**config.mk**
```make
export PLATFORM = sky130hd
export DESIGN_NAME = mc_pi_estimate
export DESIGN_NICKNAME = d
export VERILOG_FILES = /design/src/rtl/mc_pi_estimate.sv
export SDC_FILE = /design/constraint.sdc
export NUM_CORES = 1
export LEC_CHECK = 0
export CAP_MARGIN = 10
export CORE_MARGIN = 10
export CORE_UTILIZATION = 58
export DETAILED_ROUTE_END_ITERATION = 16
export PLACE_DENSITY = 0.91
export SLEW_MARGIN = 20
export SYNTH_ARGS = -nofsm -noshare
export SYNTH_HDL_FRONTEND = slang
export SYNTH_SLANG_ARGS = --single-unit
export TNS_END_PERCENT = 30
```
**constraint.sdc**
```tcl
create_clock -name clk -period 8.6 [get_ports clk]
set_input_delay 0.86 -clock clk [delete_from_list [all_inputs] [get_ports clk]]
set_output_delay 0.86 -clock clk [all_outputs]
set_load 0.005 [all_outputs]
```
**src/rtl/mc_pi_estimate.sv**
```systemverilog
// Fixed-point Monte Carlo pi estimator: est_pi = 4*pi_yes/(pi_yes+pi_no) via a bit-serial restoring divider.
// Define MC_PI_ROUND_EN to compute one extra quotient bit and round est_pi to nearest instead of truncating.
module mc_pi_estimate #(
    parameter int FRAC_BITS = 16
) (
    input  logic        clk,
    input  logic        rst,
    input  logic        finish,
    input  logic [31:0] pi_yes,
    input  logic [31:0] pi_no,
    output logic [31:0] est_pi,
    output logic [32:0] est_total,
    output logic        div_zero,
    output logic        est_valid,
    input  logic        est_ready,
    output logic        busy
);

`ifdef MC_PI_ROUND_EN
    localparam int SHIFT = FRAC_BITS + 1;
`else
    localparam int SHIFT = FRAC_BITS;
`endif
    // Quotient register width equals dividend width: 4*pi_yes (34 bits) shifted by SHIFT.
    localparam int QW = 34 + SHIFT;
    localparam int CW = $clog2(QW);

    typedef enum logic [1:0] {
        IDLE,
        LOAD,
        DIV,
        DONE
    } state_t;

    state_t state, state_next;

    logic          finish_q;
    logic          finish_rise;
    logic [31:0]   yes_r;
    logic [31:0]   no_r;
    logic [32:0]   total;
    logic [32:0]   divisor;
    logic [32:0]   rem;
    logic [QW-1:0] work;
    logic [CW-1:0] count;

    logic [33:0]   rem_shift;
    logic [33:0]   rem_diff;
    logic          rem_ge;
    logic [32:0]   rem_next;
    logic [QW-1:0] work_next;
    logic [31:0]   quot_final;
    logic          unused_rem_msb;

    assign finish_rise = finish & ~finish_q;
    assign total       = {1'b0, yes_r} + {1'b0, no_r};

    // One restoring-division step: shift in the next dividend bit, subtract when it fits.
    // The remainder stays below the divisor (< 2^33), so the kept 33 bits are exact.
    assign rem_shift      = {rem, work[QW-1]};
    assign rem_diff       = rem_shift - {1'b0, divisor};
    assign rem_ge         = (rem_shift >= {1'b0, divisor});
    assign rem_next       = rem_ge ? rem_diff[32:0] : rem_shift[32:0];
    assign work_next      = {work[QW-2:0], rem_ge};
    assign unused_rem_msb = rem_diff[33];

`ifdef MC_PI_ROUND_EN
    assign quot_final = work_next[32:1] + {31'd0, work_next[0]};
`else
    assign quot_final = work_next[31:0];
`endif

    always_ff @(posedge clk or posedge rst) begin
        if (rst) begin
            state <= IDLE;
        end else begin
            state <= state_next;
        end
    end

    // NOTE: every output of this block gets a default first, so no path can infer a latch.
    always_comb begin
        state_next = state;
        busy       = (state != IDLE);
        est_valid  = (state == DONE);
        case (state)
            IDLE: if (finish_rise) state_next = LOAD;
            LOAD: state_next = (total == 33'd0) ? DONE : DIV;
            DIV:  if (count == '0) state_next = DONE;
            DONE: if (est_ready) state_next = IDLE;
            default: state_next = IDLE;
        endcase
    end

    // NOTE: sequential state uses non-blocking assignments so every register samples pre-edge values.
    always_ff @(posedge clk or posedge rst) begin
        if (rst) begin
            finish_q  <= 1'b0;
            yes_r     <= '0;
            no_r      <= '0;
            divisor   <= '0;
            rem       <= '0;
            work      <= '0;
            count     <= '0;
            est_pi    <= '0;
            est_total <= '0;
            div_zero  <= 1'b0;
        end else begin
            finish_q <= finish;
            case (state)
                IDLE: begin
                    if (finish_rise) begin
                        yes_r <= pi_yes;
                        no_r  <= pi_no;
                    end
                end
                LOAD: begin
                    est_total <= total;
                    est_pi    <= '0;
                    if (total == 33'd0) begin
                        div_zero <= 1'b1;
                    end else begin
                        work    <= {yes_r, 2'b00, {SHIFT{1'b0}}};
                        divisor <= total;
                        rem     <= '0;
                        count   <= CW'(QW - 1);
                    end
                end
                DIV: begin
                    rem   <= rem_next;
                    work  <= work_next;
                    count <= count - 1'b1;
                    if (count == '0) est_pi <= quot_final;
                end
                DONE: begin
                    if (est_ready) div_zero <= 1'b0;
                end
                default: ;
            endcase
        end
    end

endmodule

```
* Word-level counts from Yosys, hierarchy flattened *
Cells that the tools add are included.

storage, ports and cells
  flip-flop bits (word level) = 255
  bits of input ports = 68

operators by class
  add/sub/neg operators = 3
  $lt $le $gt $ge = 1
  eq/ne operators = 8
  multiplexer cells = 17
  bitwise logic cells = 3
  reduce and logical (&&, ||, !) cells = 12

operators with widths
  operator                                              number
  one-hot mux 50 bit (2 select lines)                   1
  two-way mux 33 bit                                    2
  one-hot mux 33 bit (2 select lines)                   1
  one-hot mux 32 bit (2 select lines)                   1
  two-way mux 50 bit                                    1
  greater-or-equal comparator 34 x 33 -> 1 bit          1
  adder 32 x 32 -> 33 bit                               1
  logical NOT 33 bit                                    1
  subtractor 33 bit                                     1
  two-way mux 32 bit                                    1
  one-hot mux 6 bit (2 select lines)                    1
  inequality test 2 bit (second input constant)         4
  one-hot mux 2 bit (4 select lines)                    1
  AND reduction 2 bit                                   4
  logical NOT 6 bit                                     1
  two-way mux 2 bit                                     3
  two-way mux 6 bit                                     1
  AND reduction 3 bit                                   2
  nonzero test 2 bit                                    3
  subtractor 6 x 1 -> 6 bit (second input constant)     1
  equality test 2 bit (second input constant)           2
  two-way mux 1 bit                                     3
  equality test 2 x 1 -> 1 bit (second input constant)  1
  logical NOT 2 bit                                     1
  other kinds (4)                                       5

* Longest topological paths before layout *
Gate-level depths: netlist (run 1).

  word-level depth = 4
  depth in mapped cells = 16
  depth with buffers taken out = 13

* Least setup slack after synthesis (run 1) *
No wires, ideal clock.

  kind = flip-flop to flip-flop
  start = register yes_r[0]
  end = register count[0]
  library setup time = 139 ps
  arrival time = 3741 ps
  required time = 8461 ps
  setup slack = 4719 ps
  stages on the path, launching flop included = 16
  buffers on the path = 4
  clock period less this slack = 3881 ps
  cell sequence = dfrtp_1 > ha_1 > fa_1 > xor2_1 > or4_1 > a2111o_1 > or4_1 > a2111o_1 > nor4_1 > and4_1 > buf_4 > a41o_1 > buf_4 > buf_6 > buf_6 > mux2i_1

on the way
  cells in the longest elaborated chain, start to end = 4

RTL lines
  item                                    line  RTL
  start: declaration                      39    logic [31:0] yes_r;
  start signal: assignment                113   yes_r <= pi_yes;
  adder 32 x 32 -> 33 bit                 56    assign total = {1'b0, yes_r} + {1'b0, no_r};
  logical NOT 33 bit                      120   if (total == 33'd0) begin
  inequality test 2 bit (no source line)  --
  AND reduction 2 bit (no source line)    --
  end signal: assignment                  126   count <= CW'(QW - 1);
  end signal: assignment                  132   count <= count - 1'b1;
  end: declaration                        45    logic [CW-1:0] count;

No other way between the ends.
A chain may end at the register's enable or synchronous reset.

* Worst setup path after layout (run 1) *
  start = register yes_r[0]
  end = register count[5]

Same word-level chain as after synthesis.

==> results.sh, run 1 <==
export IMPL_status="completed"
export IMPL_utilization=0.698
export IMPL_async_reset_ff_frac=1.00
export IMPL_period_share=0.675
export IMPL_rsz0062_at_grt="no"
export IMPL_synthCells=1431
export IMPL_crit_type="reg -> reg"
export IMPL_synth_area_top_cells="dfrtp_1 44%, ha_1 6.1%, mux2_2 5.3%"
export IMPL_grt_pass1_wl_um=65000
export IMPL_min_period_ps=5810
export IMPL_fin_nets=1666
export IMPL_drc=0
export IMPL_overflow=0
export IMPL_synth_most_common_cell="dfrtp_1"
export IMPL_hold_depth=2
export IMPL_slew_headroom=0.306
export IMPL_syn_nets=1572
export IMPL_hpwl_um=28800
export IMPL_setup_ws_ps=2790
export IMPL_ys_types=78
export IMPL_grt_pass1_vias=12100
export IMPL_clk_path_buf_depth=3
export IMPL_fmax_mhz=172
export IMPL_fp_dieH_um=178
export IMPL_end_kind="flip-flop"
export IMPL_ys_ff_latch=255
export IMPL_area_growth_pct=17.5
export IMPL_finClkSkew_ps=22.0
export IMPL_yosysTopAreaCell="dfrtp_1"
export IMPL_num_antenna_cells=0
export IMPL_ctsHoldBuffers=0
export IMPL_die_x_um=178
export IMPL_start_kind="flip-flop"
export IMPL_postCtsSetupRepairBufs=0
export IMPL_cts_buffers_inserted=27
export IMPL_path_clk_slew_ps=70
export IMPL_maxSlewViolCount=0
export IMPL_first_iter_violations=1296
export IMPL_synth_main_ff_cell="dfrtp_1"
export IMPL_syn_avg_cell_area_sq_um=10.1
export IMPL_reg2reg_depth=13
export IMPL_core_sq_um=24500
export IMPL_cts_sinks=255
export IMPL_start_util=0.594
export IMPL_antenna_found_initial=0
export IMPL_vias=12200
export IMPL_cts_tree="yes"
export IMPL_grt_usage=0.251
export IMPL_drive_gt1_frac=0.111
export IMPL_clock_root_buffer="clkbuf_16"
export IMPL_drtPass1Iterations=5
export IMPL_cp_data_required_time_ps=8980
export IMPL_r2r_slack_ps=2790
export IMPL_io_pins=136
export IMPL_finalInstanceArea_sq_um=17100
export IMPL_routed_wl_um=41000
export IMPL_placed_area_sq_um=16100
export IMPL_cap_violations=0
export IMPL_synth_top_area_frac=0.439
export IMPL_yosysWarningCount=0
export IMPL_synth_area_sq_um=14500
export IMPL_tns_ps=0
export IMPL_final_hold_violation_count=0
export IMPL_grt_max_degree=132
export IMPL_htreeDepth=1
export IMPL_core_rowCount=57
export IMPL_gp_congestion=0.930
export IMPL_hold_path_class="reg -> reg"
export IMPL_wl_per_cell_um=21.9
export IMPL_finalSetupViolations=0
export IMPL_insertion_delay_ps=540
export IMPL_tightest_slew_ps=1040
export IMPL_critical_path_peak_fanout=45
export IMPL_synth_edf_count=0
export IMPL_portBuffers=135
export IMPL_cts_resized=0
export IMPL_post_drt_via_cell_ratio=6.53
export IMPL_critical_path_arrival_ps=6190
export IMPL_die_area_sq_um=31800
export IMPL_synth_seq_area_share=0.439
export IMPL_synthTopCellsByCount="255 x dfrtp_1, 132 x inv_1, 113 x o21ai_0, 78 x nand2_1, 71 x ha_1"
export IMPL_final_antenna_net_count=0
export IMPL_place_ws_ps=2650
per-layer routing:
layer,track usage,vias up,share of wire
li1,-,5470,-
met1,0.333,6030,0.41
met2,0.404,623,0.46
met3,0.0543,87,0.10
met4,0.0779,0,0.030
met5,0,-,0
cell usage in the layout (no fill, tap or decap), types with 6 or more instances in the layout:
cell	n
clkdlybuf4s50_1	135
or2_2	8
a211o_1	6
o21ai_0	113
o21bai_1	10
nand2_1	78
a221oi_1	34
ha_1	70
o2bb2ai_2	10
o31ai_1	6
and4_1	7
o2bb2ai_1	24
a21oi_1	61
nor4_1	7
clkbuf_16	27
nor2_1	41
dfrtp_1	255
a41oi_1	34
a211oi_1	16
and2_1	8
a22o_1	37
o21a_1	14
bufinv_16	6
or3_1	45
xnor2_1	33
inv_1	131
buf_4	13
nor3_1	18
a21o_1	26
o211ai_1	12
mux2_2	69
mux2i_1	37
xor2_1	10
nand3_1	14
a31o_2	6
nand4_1	11
a31oi_1	6
path summary, 6_finish.rpt:
kind | startpoint | endpoint
worst max-delay path | yes_r[0]$_DFFE_PP0P_ | count[5]$_DFFE_PP0P_
worst min-delay path | est_pi[29]$_DFFE_PP0P_ | est_pi[29]$_DFFE_PP0P_
worst max register to register | yes_r[0]$_DFFE_PP0P_ | count[5]$_DFFE_PP0P_
worst min register to register | est_pi[29]$_DFFE_PP0P_ | est_pi[29]$_DFFE_PP0P_
max in group asynchronous | rst | rem[18]$_DFFE_PP0P_
min in group asynchronous | rst | work[37]$_DFFE_PP0P_
area by class of cell:
cell class / instances / area [sq um]
fillers: 1690 / 7390
multi-input cells: 960 / 7340
flip-flops and latches: 255 / 6380
repair buffers: 148 / 1450
clock buffers: 33 / 738
inverters: 133 / 507
well taps: 324 / 405
clock inverters: 16 / 250
per-stage QoR:
| stage | cells | hold WS (ps) |
|---|---|---|
| 3_3_place_gp | 1820 | 461 |
| 5_1_grt | 1869 | 509 |
| 4_1_cts | 1869 | 486 |
| 2_1_floorplan | 1431 | 466 |
| 6_report | 1869 | 482 |
| 3_5_place_dp | 1820 | 470 |
critical path, cell delays in order (launching register included):
cell and delay (ps):
dfrtp_1 400, ha_1 250, fa_1 430, a211oi_1 340
o21ai_1 210, a21boi_2 220, xnor2_1 110, or4_1 560
a2111o_1 310, nor4_1 380, and4_2 780, a41o_2 850
buf_4 600, a221oi_1 180
cell families after synthesis:
family,after synthesis,share of synthesized area
mux,106,0.0790
fa+ha+maj,73,0.0639
simple gates,276,0.100
compound gates,460,0.230
buf+inv,216,0.0604
flops,255,0.439
xor+xnor,45,0.0271
state kept, by name (all words and copies together) (netlist names):
signal,cells
count,6
div_zero,1
divisor,33
est_pi,32
est_total,33
finish_q,1
no_r,32
rem,33
state,2
work,50
yes_r,32
Power of run 1 is left out: the tool's default activity adds up to more than one toggle a clock period on the data nets, which glitch-free logic cannot reach.
==> run 2: changes to the inputs <==
CORE_UTILIZATION = 53   (was 58)
PLACE_DENSITY = 0.88   (was 0.91)
clock period = 5.1 ns   (was 8.6 ns; I/O delays follow)
==> run 2 against run 1 <==
Compared with the run above: via count down 1.2%; sequential share of layout area down 0.29 points; hold slack worse by 120 ps; global-route usage shrank 2.0 points; design area is 0.78% higher; maximum frequency is 26% higher; final cell count grew 1.1%; clock skew shrank 9.6 ps; register-to-register slack worse by 2300 ps; worst setup slack got worse by 2300 ps; routed wire length decreased by 1.5%.
==> results.sh, run 2 (synthesis gave the netlist of run 1 again) <==
export IMPL_largest_register="work"
export IMPL_final_common_cell="dfrtp_1"
export IMPL_post_drt_via_cell_ratio=6.38
export IMPL_reg2reg_to="work[0]$_DFFE_PP0P_"
export IMPL_io_pins=136
export IMPL_cap_violations=0
export IMPL_status="completed"
export IMPL_worst_path_max_delay_cell="nor3b_2"
export IMPL_path_clk_slew_ps=70
export IMPL_tightest_slew_ps=950
export IMPL_path_buf_inv=1
export IMPL_grt_pass1_wl_um=64700
export IMPL_r2r_slack_ps=480
export IMPL_placed_area_sq_um=16200
export IMPL_dpl_cell_count=1840
export IMPL_path_cells="ha_1 -> fa_1 -> a211oi_1 -> o21ai_1 -> o2bb2ai_1 -> o21a_1 -> a21oi_1 -> o2bb2ai_1 -> xnor2_2 -> nor3b_2 -> a31o_2 -> buf_12 -> o2bb2ai_1"
export IMPL_cp_startpoint="yes_r[0]$_DFFE_PP0P_"
export IMPL_postCtsSetupRepairBufs=0
export IMPL_grt_busiest_layer="met2"
export IMPL_crit_top_cell="o2bb2ai_1"
export IMPL_first_iter_violations=1195
export IMPL_min_period_ps=4620
export IMPL_grt_use_met2=0.359
export IMPL_clk_path_buf_depth=3
export IMPL_vias=12100
export IMPL_tns_ps=0
export IMPL_cts_buffers_inserted=27
export IMPL_antenna_found_initial=1
export IMPL_core_sq_um=27000
export IMPL_met1_usage=0.317
export IMPL_gp_congestion=0.958
export IMPL_critical_path_peak_fanout=17
export IMPL_cp_data_required_time_ps=5490
export IMPL_area_growth_pct=18.4
export IMPL_final_cell_count_no_fill=1890
export IMPL_crit_family="compound AO/OA/AOI/OAI gates"
export IMPL_ctsHoldBuffers=0
export IMPL_cts_tree="yes"
export IMPL_cts_resized=0
export IMPL_finalInstanceArea_sq_um=17200
export IMPL_reg2reg_depth=13
export IMPL_hold_path_class="in -> async"
export IMPL_largest_reg_flops=50
export IMPL_htreeDepth=1
export IMPL_max_stage_delay_ps=550
export IMPL_critical_path_arrival_ps=5020
export IMPL_grt_usage=0.231
export IMPL_drc=0
export IMPL_end_kind="flip-flop"
export IMPL_drtPass1Iterations=5
export IMPL_cts_sinks=255
export IMPL_fmax_mhz=216
export IMPL_hpwl_um=28300
export IMPL_routed_wl_um=40400
export IMPL_most_common_layout_cells="255 x dfrtp_1, 135 x clkdlybuf4s50_1, 131 x inv_1"
export IMPL_start_util=0.539
export IMPL_maxSlewViolCount=0
export IMPL_finClkSkew_ps=12.4
export IMPL_die_x_um=186
export IMPL_grt_pass1_vias=12000
export IMPL_fp_dieH_um=186
export IMPL_fin_nets=1670
export IMPL_clock_root_buffer="clkbuf_16"
export IMPL_period_share=0.906
export IMPL_core_rowCount=60
export IMPL_overflow=0
export IMPL_crit_type="reg -> reg"
export IMPL_finalSetupViolations=0
export IMPL_final_antenna_net_count=0
export IMPL_die_area_sq_um=34400
export IMPL_worst_path_stages=13
export IMPL_crit_path_end="work[0]$_DFFE_PP0P_"
export IMPL_final_hold_violation_count=0
export IMPL_wl_per_cell_um=21.4
export IMPL_drive_gt1_frac=0.114
export IMPL_portBuffers=135
export IMPL_num_antenna_cells=0
export IMPL_r2r_start="yes_r[0]$_DFFE_PP0P_"
export IMPL_grt_max_degree=188
export IMPL_start_kind="flip-flop"
export IMPL_slew_headroom=0.366
export IMPL_insertion_delay_ps=540
export IMPL_globalRouteMet3Util=0.0470
export IMPL_rsz0062_at_grt="no"
run 2: changes by cell type in the layout (fill, tap and decap cells not counted):
cell	change
buf_12	+3
clkbuf_8	+3
clkinv_2	-3
clkinvlp_4	+3
and4_1	+1
and4_2	-1
buf_16	+1
clkbuf_1	-1
clkinv_4	-1
inv_8	-1
run 2: worst reg2reg max path, stage by stage (launching register included):
cell and delay, ps:
dfrtp_1 390, ha_1 250, fa_1 430, a211oi_1 390
o21ai_1 210, o2bb2ai_1 210, o21a_1 260, a21oi_1 490
o2bb2ai_1 270, xnor2_2 150, nor3b_2 550, a31o_2 550
buf_12 240, o2bb2ai_1 90
run 2: how the worst min path moves through the flow:
stage,startpoint,end,slack (ps)
finish,rst,est_pi[30]$_DFFE_PP0P_,360
detailed placement,est_pi[29]$_DFFE_PP0P_,est_pi[29]$_DFFE_PP0P_,480
CTS,rst,est_pi[31]$_DFFE_PP0P_,360
global route,rst,work[29]$_DFFE_PP0P_,410
global placement,est_pi[24]$_DFFE_PP0P_,est_pi[24]$_DFFE_PP0P_,460
floorplan,count[0]$_DFFE_PP0P_,count[0]$_DFFE_PP0P_,470
run 2: final cells by class:
type	count	area (sq um)
clock buffer	35	776
clock inverter	14	241
fill	1993	9750
inverter	133	503
multi-input combinational	960	7340
sequential	255	6380
tap	341	427
timing repair buffer	152	1540
run 2: through the flow:
step / utilization / hold slack (ps) / setup slack (ps)
finish: 0.638 / 363 / 477
global route: 0.638 / 409 / 294
detailed placement: 0.599 / 480 / 627
global placement: 0.599 / 461 / 769
CTS: 0.637 / 363 / 555
floorplan: - / 466 / 1220
run 2: per-layer routing:
layer  share of wire  wire [um]
met4           0.029       1170
met3           0.095       3830
met2            0.45      18100
met5               0          0
met1            0.43      17300
Power of run 2 is left out for the same reason.
